## config.mk

```make
export PLATFORM = sky130hd
export DESIGN_NAME = unified_mem_arbiter_flat
export DESIGN_NICKNAME = d
export VERILOG_FILES = /design/src/rtl/unified_mem_arbiter_if.sv /design/src/rtl/unified_mem_arbiter.sv /design/src/flat_wrapper.sv
export SDC_FILE = /design/constraint.sdc
export NUM_CORES = 1
export LEC_CHECK = 0
export ABC_CLOCK_PERIOD_IN_PS = 1800
export CAP_MARGIN = 20
export CORE_MARGIN = 2
export CORE_UTILIZATION = 37
export CTS_CLUSTER_DIAMETER = 50
export DETAILED_ROUTE_END_ITERATION = 8
export PLACE_DENSITY = 0.79
export SETUP_SLACK_MARGIN = 0.2
export SYNTH_ARGS = -nofsm -noshare
export SYNTH_HDL_FRONTEND = slang
export SYNTH_SLANG_ARGS = --single-unit
```

## constraint.sdc

```tcl
create_clock -name clk -period 1.8 [get_ports clk]
set_input_delay 0.27 -clock clk [delete_from_list [all_inputs] [get_ports clk]]
set_output_delay 0.27 -clock clk [all_outputs]
set_load 0.1 [all_outputs]
```

## src/rtl/unified_mem_arbiter_if.sv

```systemverilog
// Bus bundle joining the fetch stage, the memory stage and the unified memory to the arbiter.
// The master view belongs to the arbiter; the slave view belongs to the pipeline/memory side.
interface unified_mem_arbiter_if #(
    parameter int DATA_W = 16
);
    logic              fetchReq;
    logic [DATA_W-1:0] fetchAddr;
    logic              fetchFlush;
    logic [DATA_W-1:0] fetchData;
    logic              fetchDone;
    logic              fetchStall;

    logic              dataRd;
    logic              dataWr;
    logic [DATA_W-1:0] dataAddr;
    logic [DATA_W-1:0] dataWrData;
    logic [DATA_W-1:0] dataRdData;
    logic              dataDone;
    logic              dataStall;

    logic              memRd;
    logic              memWr;
    logic [DATA_W-1:0] memAddr;
    logic [DATA_W-1:0] memWrData;
    logic              memStall;
    logic              memDone;
    logic [DATA_W-1:0] memDataIn;

    modport master (
        input  fetchReq, fetchAddr, fetchFlush,
        input  dataRd, dataWr, dataAddr, dataWrData,
        input  memStall, memDone, memDataIn,
        output fetchData, fetchDone, fetchStall,
        output dataRdData, dataDone, dataStall,
        output memRd, memWr, memAddr, memWrData
    );

    modport slave (
        output fetchReq, fetchAddr, fetchFlush,
        output dataRd, dataWr, dataAddr, dataWrData,
        output memStall, memDone, memDataIn,
        input  fetchData, fetchDone, fetchStall,
        input  dataRdData, dataDone, dataStall,
        input  memRd, memWr, memAddr, memWrData
    );
endinterface

```

## src/rtl/unified_mem_arbiter.sv

```systemverilog
// Single-outstanding-command sequencer for the unified memory shared by fetch and data stages,
// with branch-flush cancellation of fetches and a sticky watchdog on memory completion.
module unified_mem_arbiter #(
    parameter int DATA_W   = 16,
    parameter int MAX_WAIT = 31
) (
    input  logic                  clk,
    input  logic                  rst,
    unified_mem_arbiter_if.master bus,
    output logic                  err
);
    typedef enum logic [1:0] {IDLE, ISSUE, WAIT, RESP} state_t;
    typedef enum logic {OWN_DATA = 1'b0, OWN_FETCH = 1'b1} owner_t;

    state_t            state;
    state_t            stateNext;
    owner_t            owner;
    logic              discard;
    logic [7:0]        waitCnt;
    logic [DATA_W-1:0] cmdAddr;
    logic [DATA_W-1:0] cmdWrData;
    logic              cmdRd;
    logic              cmdWr;
    logic [DATA_W-1:0] resp;

    logic grantData;
    logic grantFetch;
    logic flushHit;
    logic memAck;
    logic timeout;

    assign grantData  = bus.dataRd || bus.dataWr;
    assign grantFetch = !grantData && bus.fetchReq && !bus.fetchFlush;
    assign flushHit   = bus.fetchFlush && (owner == OWN_FETCH);
    assign memAck     = (state == WAIT) && bus.memDone;
    // A cancelled fetch in ISSUE leaves for IDLE, so it never counts as a timeout.
    assign timeout    = ((state == ISSUE && !flushHit) || state == WAIT)
                        && (waitCnt == 8'(MAX_WAIT)) && !memAck;

    always_comb begin
        stateNext = state;
        bus.memRd = 1'b0;
        bus.memWr = 1'b0;
        case (state)
            IDLE: begin
                if (grantData || grantFetch) stateNext = ISSUE;
            end
            ISSUE: begin
                if (!flushHit) begin
                    bus.memRd = cmdRd;
                    bus.memWr = cmdWr;
                end
                if (flushHit)          stateNext = IDLE;
                else if (timeout)      stateNext = RESP;
                else if (!bus.memStall) stateNext = WAIT;
            end
            WAIT: begin
                if (memAck || timeout) stateNext = RESP;
            end
            RESP: begin
                stateNext = IDLE;
            end
            default: stateNext = IDLE;
        endcase
    end

    always_ff @(posedge clk or negedge rst) begin
        if (!rst) begin
            state     <= IDLE;
            owner     <= OWN_DATA;
            discard   <= 1'b0;
            waitCnt   <= 8'd0;
            cmdAddr   <= '0;
            cmdWrData <= '0;
            cmdRd     <= 1'b0;
            cmdWr     <= 1'b0;
            resp      <= '0;
            err       <= 1'b0;
        end else begin
            state <= stateNext;
            case (state)
                IDLE: begin
                    if (grantData) begin
                        owner     <= OWN_DATA;
                        cmdAddr   <= bus.dataAddr;
                        cmdWrData <= bus.dataWrData;
                        cmdRd     <= bus.dataRd;
                        cmdWr     <= bus.dataWr;
                        waitCnt   <= 8'd0;
                    end else if (grantFetch) begin
                        owner     <= OWN_FETCH;
                        cmdAddr   <= bus.fetchAddr;
                        cmdWrData <= '0;
                        cmdRd     <= 1'b1;
                        cmdWr     <= 1'b0;
                        waitCnt   <= 8'd0;
                    end
                end
                ISSUE, WAIT: begin
                    waitCnt <= waitCnt + 8'd1;
                    // Memory still owes a response, so a flushed fetch rides it out and is muted.
                    if (state == WAIT && flushHit) discard <= 1'b1;
                    if (memAck) begin
                        resp <= bus.memDataIn;
                    end else if (timeout) begin
                        resp <= '0;
                        err  <= 1'b1;
                    end
                end
                RESP: begin
                    discard <= 1'b0;
                end
                default: ;
            endcase
        end
    end

    assign bus.memAddr    = cmdAddr;
    assign bus.memWrData  = cmdWrData;
    assign bus.fetchData  = resp;
    assign bus.dataRdData = resp;
    assign bus.dataDone   = (state == RESP) && (owner == OWN_DATA);
    assign bus.fetchDone  = (state == RESP) && (owner == OWN_FETCH) && !discard && !bus.fetchFlush;
    // Stalls are forced low while reset is asserted so every output reads zero during reset.
    assign bus.fetchStall = rst && bus.fetchReq && !bus.fetchDone;
    assign bus.dataStall  = rst && grantData && !bus.dataDone;
endmodule

```

## src/flat_wrapper.sv

```systemverilog
// flat-port wrapper written by rule: the top's interface ports become plain ports
module unified_mem_arbiter_flat 
#(
    parameter int DATA_W   = 16,
    parameter int MAX_WAIT = 31
)
  (clk, rst, err, bus_fetchReq, bus_fetchAddr, bus_fetchFlush, bus_dataRd, bus_dataWr, bus_dataAddr, bus_dataWrData, bus_memStall, bus_memDone, bus_memDataIn, bus_fetchData, bus_fetchDone, bus_fetchStall, bus_dataRdData, bus_dataDone, bus_dataStall, bus_memRd, bus_memWr, bus_memAddr, bus_memWrData);
  unified_mem_arbiter_if #(.DATA_W(DATA_W)) bus_i ();
  input  logic clk;
  input  logic rst;
  output logic err;
  input wire logic [$bits(bus_i.fetchReq)-1:0] bus_fetchReq;
  input wire logic [$bits(bus_i.fetchAddr)-1:0] bus_fetchAddr;
  input wire logic [$bits(bus_i.fetchFlush)-1:0] bus_fetchFlush;
  input wire logic [$bits(bus_i.dataRd)-1:0] bus_dataRd;
  input wire logic [$bits(bus_i.dataWr)-1:0] bus_dataWr;
  input wire logic [$bits(bus_i.dataAddr)-1:0] bus_dataAddr;
  input wire logic [$bits(bus_i.dataWrData)-1:0] bus_dataWrData;
  input wire logic [$bits(bus_i.memStall)-1:0] bus_memStall;
  input wire logic [$bits(bus_i.memDone)-1:0] bus_memDone;
  input wire logic [$bits(bus_i.memDataIn)-1:0] bus_memDataIn;
  output wire logic [$bits(bus_i.fetchData)-1:0] bus_fetchData;
  output wire logic [$bits(bus_i.fetchDone)-1:0] bus_fetchDone;
  output wire logic [$bits(bus_i.fetchStall)-1:0] bus_fetchStall;
  output wire logic [$bits(bus_i.dataRdData)-1:0] bus_dataRdData;
  output wire logic [$bits(bus_i.dataDone)-1:0] bus_dataDone;
  output wire logic [$bits(bus_i.dataStall)-1:0] bus_dataStall;
  output wire logic [$bits(bus_i.memRd)-1:0] bus_memRd;
  output wire logic [$bits(bus_i.memWr)-1:0] bus_memWr;
  output wire logic [$bits(bus_i.memAddr)-1:0] bus_memAddr;
  output wire logic [$bits(bus_i.memWrData)-1:0] bus_memWrData;
  assign bus_i.fetchReq = bus_fetchReq;
  assign bus_i.fetchAddr = bus_fetchAddr;
  assign bus_i.fetchFlush = bus_fetchFlush;
  assign bus_i.dataRd = bus_dataRd;
  assign bus_i.dataWr = bus_dataWr;
  assign bus_i.dataAddr = bus_dataAddr;
  assign bus_i.dataWrData = bus_dataWrData;
  assign bus_i.memStall = bus_memStall;
  assign bus_i.memDone = bus_memDone;
  assign bus_i.memDataIn = bus_memDataIn;
  assign bus_fetchData = bus_i.fetchData;
  assign bus_fetchDone = bus_i.fetchDone;
  assign bus_fetchStall = bus_i.fetchStall;
  assign bus_dataRdData = bus_i.dataRdData;
  assign bus_dataDone = bus_i.dataDone;
  assign bus_dataStall = bus_i.dataStall;
  assign bus_memRd = bus_i.memRd;
  assign bus_memWr = bus_i.memWr;
  assign bus_memAddr = bus_i.memAddr;
  assign bus_memWrData = bus_i.memWrData;
  unified_mem_arbiter #(.DATA_W(DATA_W), .MAX_WAIT(MAX_WAIT)) u_core (.clk(clk), .rst(rst), .bus(bus_i), .err(err));
endmodule
```

==> results of run 1 <==
## stage by stage
| step | cells | cell area, um^2 | utilization [%] | setup TNS, ns |
|---|---|---|---|---|
| 6_report | 533 | 4921 | 64.01 | -0.7926 |
| 2_1_floorplan | 267 | 3025 | - | -0.4781 |
| 5_1_grt | 533 | 4921 | 64.01 | -2.617 |
| 3_3_place_gp | 506 | 4522 | 58.82 | -1.779 |
| 3_5_place_dp | 506 | 4522 | 58.82 | -3.373 |
| 4_1_cts | 529 | 4831 | 62.84 | -0.3134 |
## cell usage in the layout (no fill, tap or decap), drive strengths merged
cell type,count
a21boi,1
a21oi,1
a22o,33
a31o,1
a31oi,2
and2,4
and3,6
buf,105
clkbuf,11
clkdlybuf4s50,70
clkinv,5
dfrtp,63
dlygate4sd3,1
ha,7
inv,7
mux2i,17
nand2,38
nand2b,3
nand3,7
nor2,4
nor2b,4
nor3,1
nor3b,1
nor4,1
o21a,1
o21ai,26
o22ai,2
o31a,1
o31ai,5
or2,1
or2b,1
or3,1
## layout make-up
class,instances,share of cell area (%)
timing repair buffer,177,34.10
clock inverter,6,0.9153
clock buffer,10,2.593
multi-input combinational,169,26.88
inverter,6,0.4577
tap,102,2.593
sequential,63,32.47
## what timing repair did
action	4_1_cts	5_1_grt
gates cloned	1	0
pin swaps	9	7
gates resized for setup	12	22
setup endpoints to repair	36	45
buffers inserted	5	4
hold endpoints to repair	8	0
hold buffers	1	0
## flip-flops by register name (all words and copies together) (netlist names), named ones only
name	cells
u_core.bus.dataRdData	16
u_core.bus.memAddr	16
u_core.bus.memWrData	16
u_core.waitCnt	8
u_core.cmdRd	1
u_core.cmdWr	1
u_core.discard	1
u_core.err	1
u_core.owner	1
u_core.state	1
## routing by layer
metal	up-vias	GRT usage (%)	wire [um]
met5	-	0	0
met4	0	6.495	126
met3	9	6.044	610
met2	102	29.41	3833
met1	1254	22.50	3194
li1	1253	-	-
## final timing paths
kind | startpoint | end | slack, ns | depth (start not counted)
max | register | bus_dataStall | -0.09 | 5
max reg2reg | u_core.waitCnt[1]$_DFFE_PN0P_ | u_core.state[0]$_DFFE_PN0P_ | -0.07 | 6
max in group asynchronous | rst | u_core.bus.memAddr[6]$_DFFE_PN0P_ | 1.10 | 2
min reg2reg | u_core.cmdRd$_DFFE_PN0P_ | u_core.cmdRd$_DFFE_PN0P_ | 0.48 | 2
min | rst | u_core.err$_DFFE_PN0P_ | 0.13 | 2
min in group clk | u_core.cmdRd$_DFFE_PN0P_ | u_core.cmdRd$_DFFE_PN0P_ | 0.48 | 2
## cells by family after synthesis
| kind of cell | after synthesis | share of synthesized area, % |
|---|---|---|
| mux | 17 | 5.807 |
| compound gates | 73 | 17.72 |
| simple gates | 72 | 13.07 |
| flops | 63 | 53.80 |
| fa+ha+maj | 7 | 2.989 |
| buf+inv | 35 | 6.618 |
==> results.sh, run 1 <==
export IMPL_multi_input_area_mm2=0.001323
export IMPL_clk_insertion_delay_late_ns=0.33
export IMPL_ys_warn_count=0
export IMPL_num_fill_cells=600
export IMPL_path_max_fanout=3
export IMPL_min_period_ns=1.892
export IMPL_clk_path_buf_depth=2
export IMPL_fp_row_count=32
export IMPL_synth_most_common_cell="dfrtp_1"
export IMPL_violations="setup timing"
export IMPL_status="finished with violations"
export IMPL_synthTopCellsByArea="dfrtp_1, a22o_1, mux2i_1"
export IMPL_clock_root_buffer="clkbuf_8"
export IMPL_gr_usage_all_layers_pct=18.07
export IMPL_design_core_area_mm2=0.007687
export IMPL_grt_first_pass_wirelength_um=12340
export IMPL_start_kind="register"
export IMPL_end_kind="output port"
export IMPL_cp_top_family="flip-flops"
export IMPL_synth_seq_cells=63
export IMPL_antenna_found_initial=0
export IMPL_overflow=0
export IMPL_rsz0062_at_grt="true"
export IMPL_synth_edf_count=0
export IMPL_yosysSeqAreaShare_pct=53.80
export IMPL_route_antenna_remaining_nets=0
export IMPL_holdWs_ns=0.1318
export IMPL_die_area_mm2=0.008648
export IMPL_synth_top_area_share_pct=53.80
export IMPL_slew_headroom_pct=53.07
export IMPL_cts_buffers=9
export IMPL_finalHoldViolCount=0
export IMPL_setup_violations=21
export IMPL_grt_max_degree=56
export IMPL_gp_congestion=0.7894
export IMPL_regArea_mm2=0.001598
export IMPL_ys_types=38
export IMPL_crit_type="reg2out"
export IMPL_worstMarginPinSlew_ns=0.7039
export IMPL_initial_core_util_pct=38.12
export IMPL_critPathSlowestCell="dfrtp_1"
export IMPL_cap_violations=0
export IMPL_path_clk_slew_ns=0.08
export IMPL_clock_sinks=63
export IMPL_h_tree_depth=3
export IMPL_async_flop_share_pct=100.0
export IMPL_synth_top_cell_by_area="dfrtp_1"
export IMPL_grt_pass1_vias=2643
export IMPL_synth_area_mm2=0.002930
export IMPL_die_width_um=93.00
export IMPL_crit_chain="buf_4, ha_4, nor2b_4, nor3b_4, buf_12"
export IMPL_antenna_cells=0
export IMPL_drive_gt1_share_pct=40.60
export IMPL_drt_pass1_iterations=4
export IMPL_worstPathRequired_ns=1.53
export IMPL_synth_flop_cell="dfrtp_1"
export IMPL_dp_hpwl_um=5565
export IMPL_io_buffer_count=142
export IMPL_synth_nets=346
export IMPL_drc=0
export IMPL_syn_to_final_growth_pct=67.93
export IMPL_finalWorstSetupSlack_ns=-0.09245
export IMPL_drt_iter0_markers=74
export IMPL_period_share_pct=105.1
export IMPL_avgRoutedWirePerCell_um=14.57
export IMPL_cts_tree="done"
export IMPL_pre_cts_slack_ns=-0.2003
export IMPL_slowest_delay_ns=0.42
export IMPL_drt_total_wl_um=7765
export IMPL_synth_area_per_cell_um2=10.97
export IMPL_min_path_type="in2async"
export IMPL_nets=505
export IMPL_slew_violations=0
export IMPL_viasPerCell=4.912
export IMPL_io_pins=143
export IMPL_die_y_um=93.00
export IMPL_synthesis_instances=267
export IMPL_critPathArrivalTime_ns=1.62
export IMPL_critPathBufInv=2
export IMPL_fmax_mhz=528.4
export IMPL_vias=2618
export IMPL_clock_skew_ns=0.01009
export IMPL_synth_commonest_cells="dfrtp_1, nand2_1, a22o_1"
Power of run 1 is not shown: default switching activity piles up to over one toggle a cycle in this logic, so the estimate is an artifact.
==> run 2, diff against run 1 <==
ABC_CLOCK_PERIOD_IN_PS = 2400   (was 1800)
CORE_UTILIZATION = 40   (was 37)
PLACE_DENSITY = 0.81   (was 0.79)
clock period = 2.4 ns   (was 1.8 ns; I/O delays follow)
==> results.sh, run 2 (synthesis gave the netlist of run 1 again) <==
export IMPL_drt_total_wl_um=7170
export IMPL_worstPathRequired_ns=2.04
export IMPL_nets=482
export IMPL_crit_type="reg2out"
export IMPL_min_path_type="in2async"
export IMPL_gp_congestion=0.8100
export IMPL_min_period_ns=2.081
export IMPL_final_common_cell="buf_4"
export IMPL_clock_skew_ns=0.004717
export IMPL_r2r_start="u_core.waitCnt[0]$_DFFE_PN0P_"
export IMPL_slew_headroom_pct=54.13
export IMPL_r2r_end="u_core.state[0]$_DFFE_PN0P_"
export IMPL_status="complete, no violations"
export IMPL_path_clk_slew_ns=0.07
export IMPL_clk_path_buf_depth=2
export IMPL_avgRoutedWirePerCell_um=14.14
export IMPL_path_max_fanout=5
export IMPL_drt_pass1_iterations=4
export IMPL_critPathArrivalTime_ns=1.72
export IMPL_clk_insertion_delay_late_ns=0.33
export IMPL_fp_row_count=31
export IMPL_io_pins=143
export IMPL_worstMarginPinSlew_ns=0.6880
export IMPL_die_y_um=89.59
export IMPL_grt_max_degree=47
export IMPL_finalHoldViolCount=0
export IMPL_drive_gt1_share_pct=28.19
export IMPL_period_share_pct=86.72
export IMPL_drc=0
export IMPL_initial_core_util_pct=40.84
export IMPL_end_kind="output port"
export IMPL_overflow=0
export IMPL_route_antenna_remaining_nets=0
export IMPL_cts_tree="done"
export IMPL_grt_pass1_vias=2433
export IMPL_rsz0062_at_grt="false"
export IMPL_fmax_mhz=480.5
export IMPL_final_cell_mix="buf_4, clkdlybuf4s50_1, dfrtp_1"
export IMPL_r2r_slack_ns=0.35
export IMPL_cts_setup_buffers=0
export IMPL_die_area_mm2=0.008026
export IMPL_r2r_cells=6
export IMPL_clock_sinks=63
export IMPL_grt_first_pass_wirelength_um=11040
export IMPL_drt_iter0_markers=64
export IMPL_syn_to_final_growth_pct=53.12
export IMPL_vias=2504
export IMPL_die_width_um=89.59
export IMPL_design_core_area_mm2=0.007176
export IMPL_io_buffer_count=142
export IMPL_setup_tns_ns=0
export IMPL_multi_input_area_mm2=0.001200
export IMPL_gr_usage_all_layers_pct=18.11
export IMPL_cts_buffers=9
export IMPL_dp_hpwl_um=5420
export IMPL_start_kind="register"
export IMPL_regArea_mm2=0.001578
export IMPL_antenna_cells=0
export IMPL_clock_root_buffer="clkbuf_8"
export IMPL_antenna_found_initial=0
export IMPL_viasPerCell=4.939
export IMPL_h_tree_depth=3
export IMPL_cap_violations=0
export IMPL_num_fill_cells=604
export IMPL_setup_violations=0
export IMPL_slew_violations=0
[run 2: layout make-up]
class | instances | area share [%]
clock buffers | 11 | 2.928
well taps | 99 | 2.761
inverters | 6 | 0.5020
clock inverters | 5 | 0.7808
repair buffers | 154 | 31.12
flip-flops and latches | 63 | 35.16
multi-input cells | 169 | 26.74
[run 2: how the worst max path moves through the flow]
| stage | start | end | slack (ns) | depth (start not counted) |
|---|---|---|---|---|
| final | register | bus_memWr | 0.32 | 6 |
| after global routing | register | bus_memRd | 0.21 | 6 |
| after CTS | rst | bus_dataStall | 0.22 | 4 |
| after detailed placement | bus_fetchFlush | u_core.bus.dataRdData[4]$_DFFE_PN0P_ | 0.009 | 5 |
| after global placement | bus_fetchFlush | u_core.bus.dataRdData[11]$_DFFE_PN0P_ | 0.15 | 5 |
| after floorplan | u_core.state[0]$_DFFE_PN0P_ | bus_dataStall | 0.19 | 3 |
[run 2: timing repair]
action                                  in CTS  in global routing
hold buffers                                 1                  0
gates resized for setup                      2                  3
endpoints found under the setup margin      18                  4
hold endpoints to repair                    17                  0
[run 2: routing by layer]
layer	global-route usage [%]	part of all wire (%)
met1	22.00	42
met2	28.94	47
met3	5.941	8.6
met4	8.955	2.1
met5	0	0
[run 2: critical path, stage by stage (launching register included)]
cell and delay (ns):
dfrtp_2 0.44, inv_2 0.09, ha_1 0.14, a21boi_2 0.17, buf_4 0.15, and2_1 0.20
buf_12 0.19
[run 2: stage by stage]
step | hold slack (ns) | instance area [um^2] | cells | setup WS, ns | utilization [%]
global route | 0.4818 | 4487 | 507 | 0.2068 | 62.53
global placement | 0.3328 | 4292 | 489 | 0.1462 | 59.81
floorplan | 0.06441 | 2963 | 267 | 0.1873 | -
finish | 0.4688 | 4487 | 507 | 0.3188 | 62.53
detailed placement | 0.3346 | 4292 | 489 | 0.009128 | 59.81
CTS | 0.4704 | 4472 | 506 | 0.2159 | 62.32
Power of run 2 is left out for the same reason.
==> run 3, diff against run 2 <==
CORE_UTILIZATION = 44   (was 40)
PLACE_DENSITY = 0.88   (was 0.81)
TNS_END_PERCENT = 50   (was default)
==> results.sh, run 3 (synthesis gave the netlist of run 1 again) <==
export IMPL_io_buffer_count=142
export IMPL_overflow=0
export IMPL_drive_gt1_share_pct=28.43
export IMPL_num_fill_cells=488
export IMPL_clk_insertion_delay_late_ns=0.34
export IMPL_drt_iter0_markers=125
export IMPL_dp_cells=468
export IMPL_syn_to_final_growth_pct=52.86
export IMPL_die_area_mm2=0.007328
export IMPL_fmax_mhz=481.4
export IMPL_slew_violations=0
export IMPL_grt_first_pass_wirelength_um=11830
export IMPL_path_max_fanout=5
export IMPL_drt_total_wl_um=7358
export IMPL_crit_type="reg2reg"
export IMPL_regArea_mm2=0.001577
export IMPL_final_common_cell="buf_4"
export IMPL_cts_tree="done"
export IMPL_drc=0
export IMPL_slew_headroom_pct=60.65
export IMPL_holdWs_ns=0.03997
export IMPL_clock_sinks=63
export IMPL_cts_hold_buf=0
export IMPL_slowest_delay_ns=0.40
export IMPL_initial_core_util_pct=45.89
export IMPL_clock_skew_ns=0.009350
export IMPL_layoutNonFillerInstCount=485
export IMPL_period_share_pct=86.55
export IMPL_start_kind="register"
export IMPL_antenna_found_initial=0
export IMPL_status="complete, no violations"
export IMPL_die_y_um=85.61
export IMPL_gp_congestion=0.8196
export IMPL_io_pins=143
export IMPL_dp_hpwl_um=5585
export IMPL_multi_input_area_mm2=0.001196
export IMPL_antenna_cells=0
export IMPL_gr_usage_all_layers_pct=20.40
export IMPL_finalWorstSetupSlack_ns=0.3229
export IMPL_crit_chain="ha_1, nand3_2, nor4_4, o21ai_0, or3_4, o31a_1"
export IMPL_final_cell_mix="buf_4, clkdlybuf4s50_1, dfrtp_1"
export IMPL_cap_violations=0
export IMPL_clock_root_buffer="clkbuf_8"
export IMPL_rsz0062_at_grt="false"
export IMPL_finalHoldViolCount=0
export IMPL_worstMarginPinSlew_ns=0.5903
export IMPL_grt_pass1_vias=2529
export IMPL_drt_pass1_iterations=4
export IMPL_path_clk_slew_ns=0.07
export IMPL_avgRoutedWirePerCell_um=15.17
export IMPL_clk_path_buf_depth=2
export IMPL_cts_buffers=9
export IMPL_h_tree_depth=3
export IMPL_grt_max_degree=45
export IMPL_end_kind="register"
export IMPL_min_path_type="in2async"
export IMPL_pre_cts_slack_ns=0.1271
export IMPL_route_antenna_remaining_nets=0
export IMPL_vias=2526
export IMPL_min_period_ns=2.077
export IMPL_design_core_area_mm2=0.006386
export IMPL_setup_tns_ns=0
export IMPL_setup_violations=0
export IMPL_critPathSlowestCell="dfrtp_1"
export IMPL_die_width_um=85.61
export IMPL_worstPathRequired_ns=2.62
export IMPL_viasPerCell=5.208
export IMPL_nets=482
export IMPL_fp_row_count=29
export IMPL_critPathArrivalTime_ns=2.30
-- run 3: cell types whose count changed in the layout (fill, tap and decap cells not counted), sizes merged --
cell,previous run,this run
inv,6,7
clkbuf,12,9
clkinv,4,3
bufinv,0,1
dlygate4sd3,1,0
clkinvlp,1,2
buf,82,84
-- run 3: area by class of cell --
class | instances | area share [%]
flip-flops and latches | 63 | 35.20
repair buffers | 154 | 31.06
multi-input cells | 169 | 26.70
clock buffers | 9 | 2.765
well taps | 77 | 2.151
clock inverters | 7 | 1.620
inverters | 6 | 0.5028
-- run 3: path summary, 6_finish.rpt --
kind | from | end | slack, ns | cells past startpoint
min in group clk | u_core.cmdWr$_DFFE_PN0P_ | u_core.cmdWr$_DFFE_PN0P_ | 0.48 | 2
max reg2reg | u_core.waitCnt[0]$_DFFE_PN0P_ | u_core.state[0]$_DFFE_PN0P_ | 0.32 | 6
min | rst | u_core.owner$_DFFE_PN0P_ | 0.04 | 2
max in group asynchronous | rst | u_core.bus.memWrData[15]$_DFFE_PN0P_ | 1.86 | 2
max | u_core.waitCnt[0]$_DFFE_PN0P_ | u_core.state[0]$_DFFE_PN0P_ | 0.32 | 6
min reg2reg | u_core.cmdWr$_DFFE_PN0P_ | u_core.cmdWr$_DFFE_PN0P_ | 0.48 | 2
-- run 3: per-layer routing --
layer	GRT usage, %	up-vias	part of all wire (%)
li1	-	1203	-
met1	25.41	1222	41
met2	34.45	97	50
met3	5.486	4	7.7
met4	6.926	0	0.65
met5	0	-	0
-- run 3: stage by stage --
step	util (%)	area (um^2)
2_1_floorplan	-	2963
3_3_place_gp	66.89	4272
3_5_place_dp	66.89	4272
4_1_cts	69.96	4468
5_1_grt	70.14	4479
6_report	70.14	4479
-- run 3: critical path: cells and delay by family, from the launching register on --
family / cells / cell delay [ns]
AOI/OAI and AO/OA: 2 / 0.48
adders and majority gates: 1 / 0.23
and+or+nand+nor: 3 / 0.85
DFF: 1 / 0.40
-- run 3: timing repair --
item                                    in CTS  in global routing
setup buffers                                0                  0
gates resized for setup                      0                  2
endpoints found under the setup margin       0                  2
Power of run 3 is left out for the same reason.
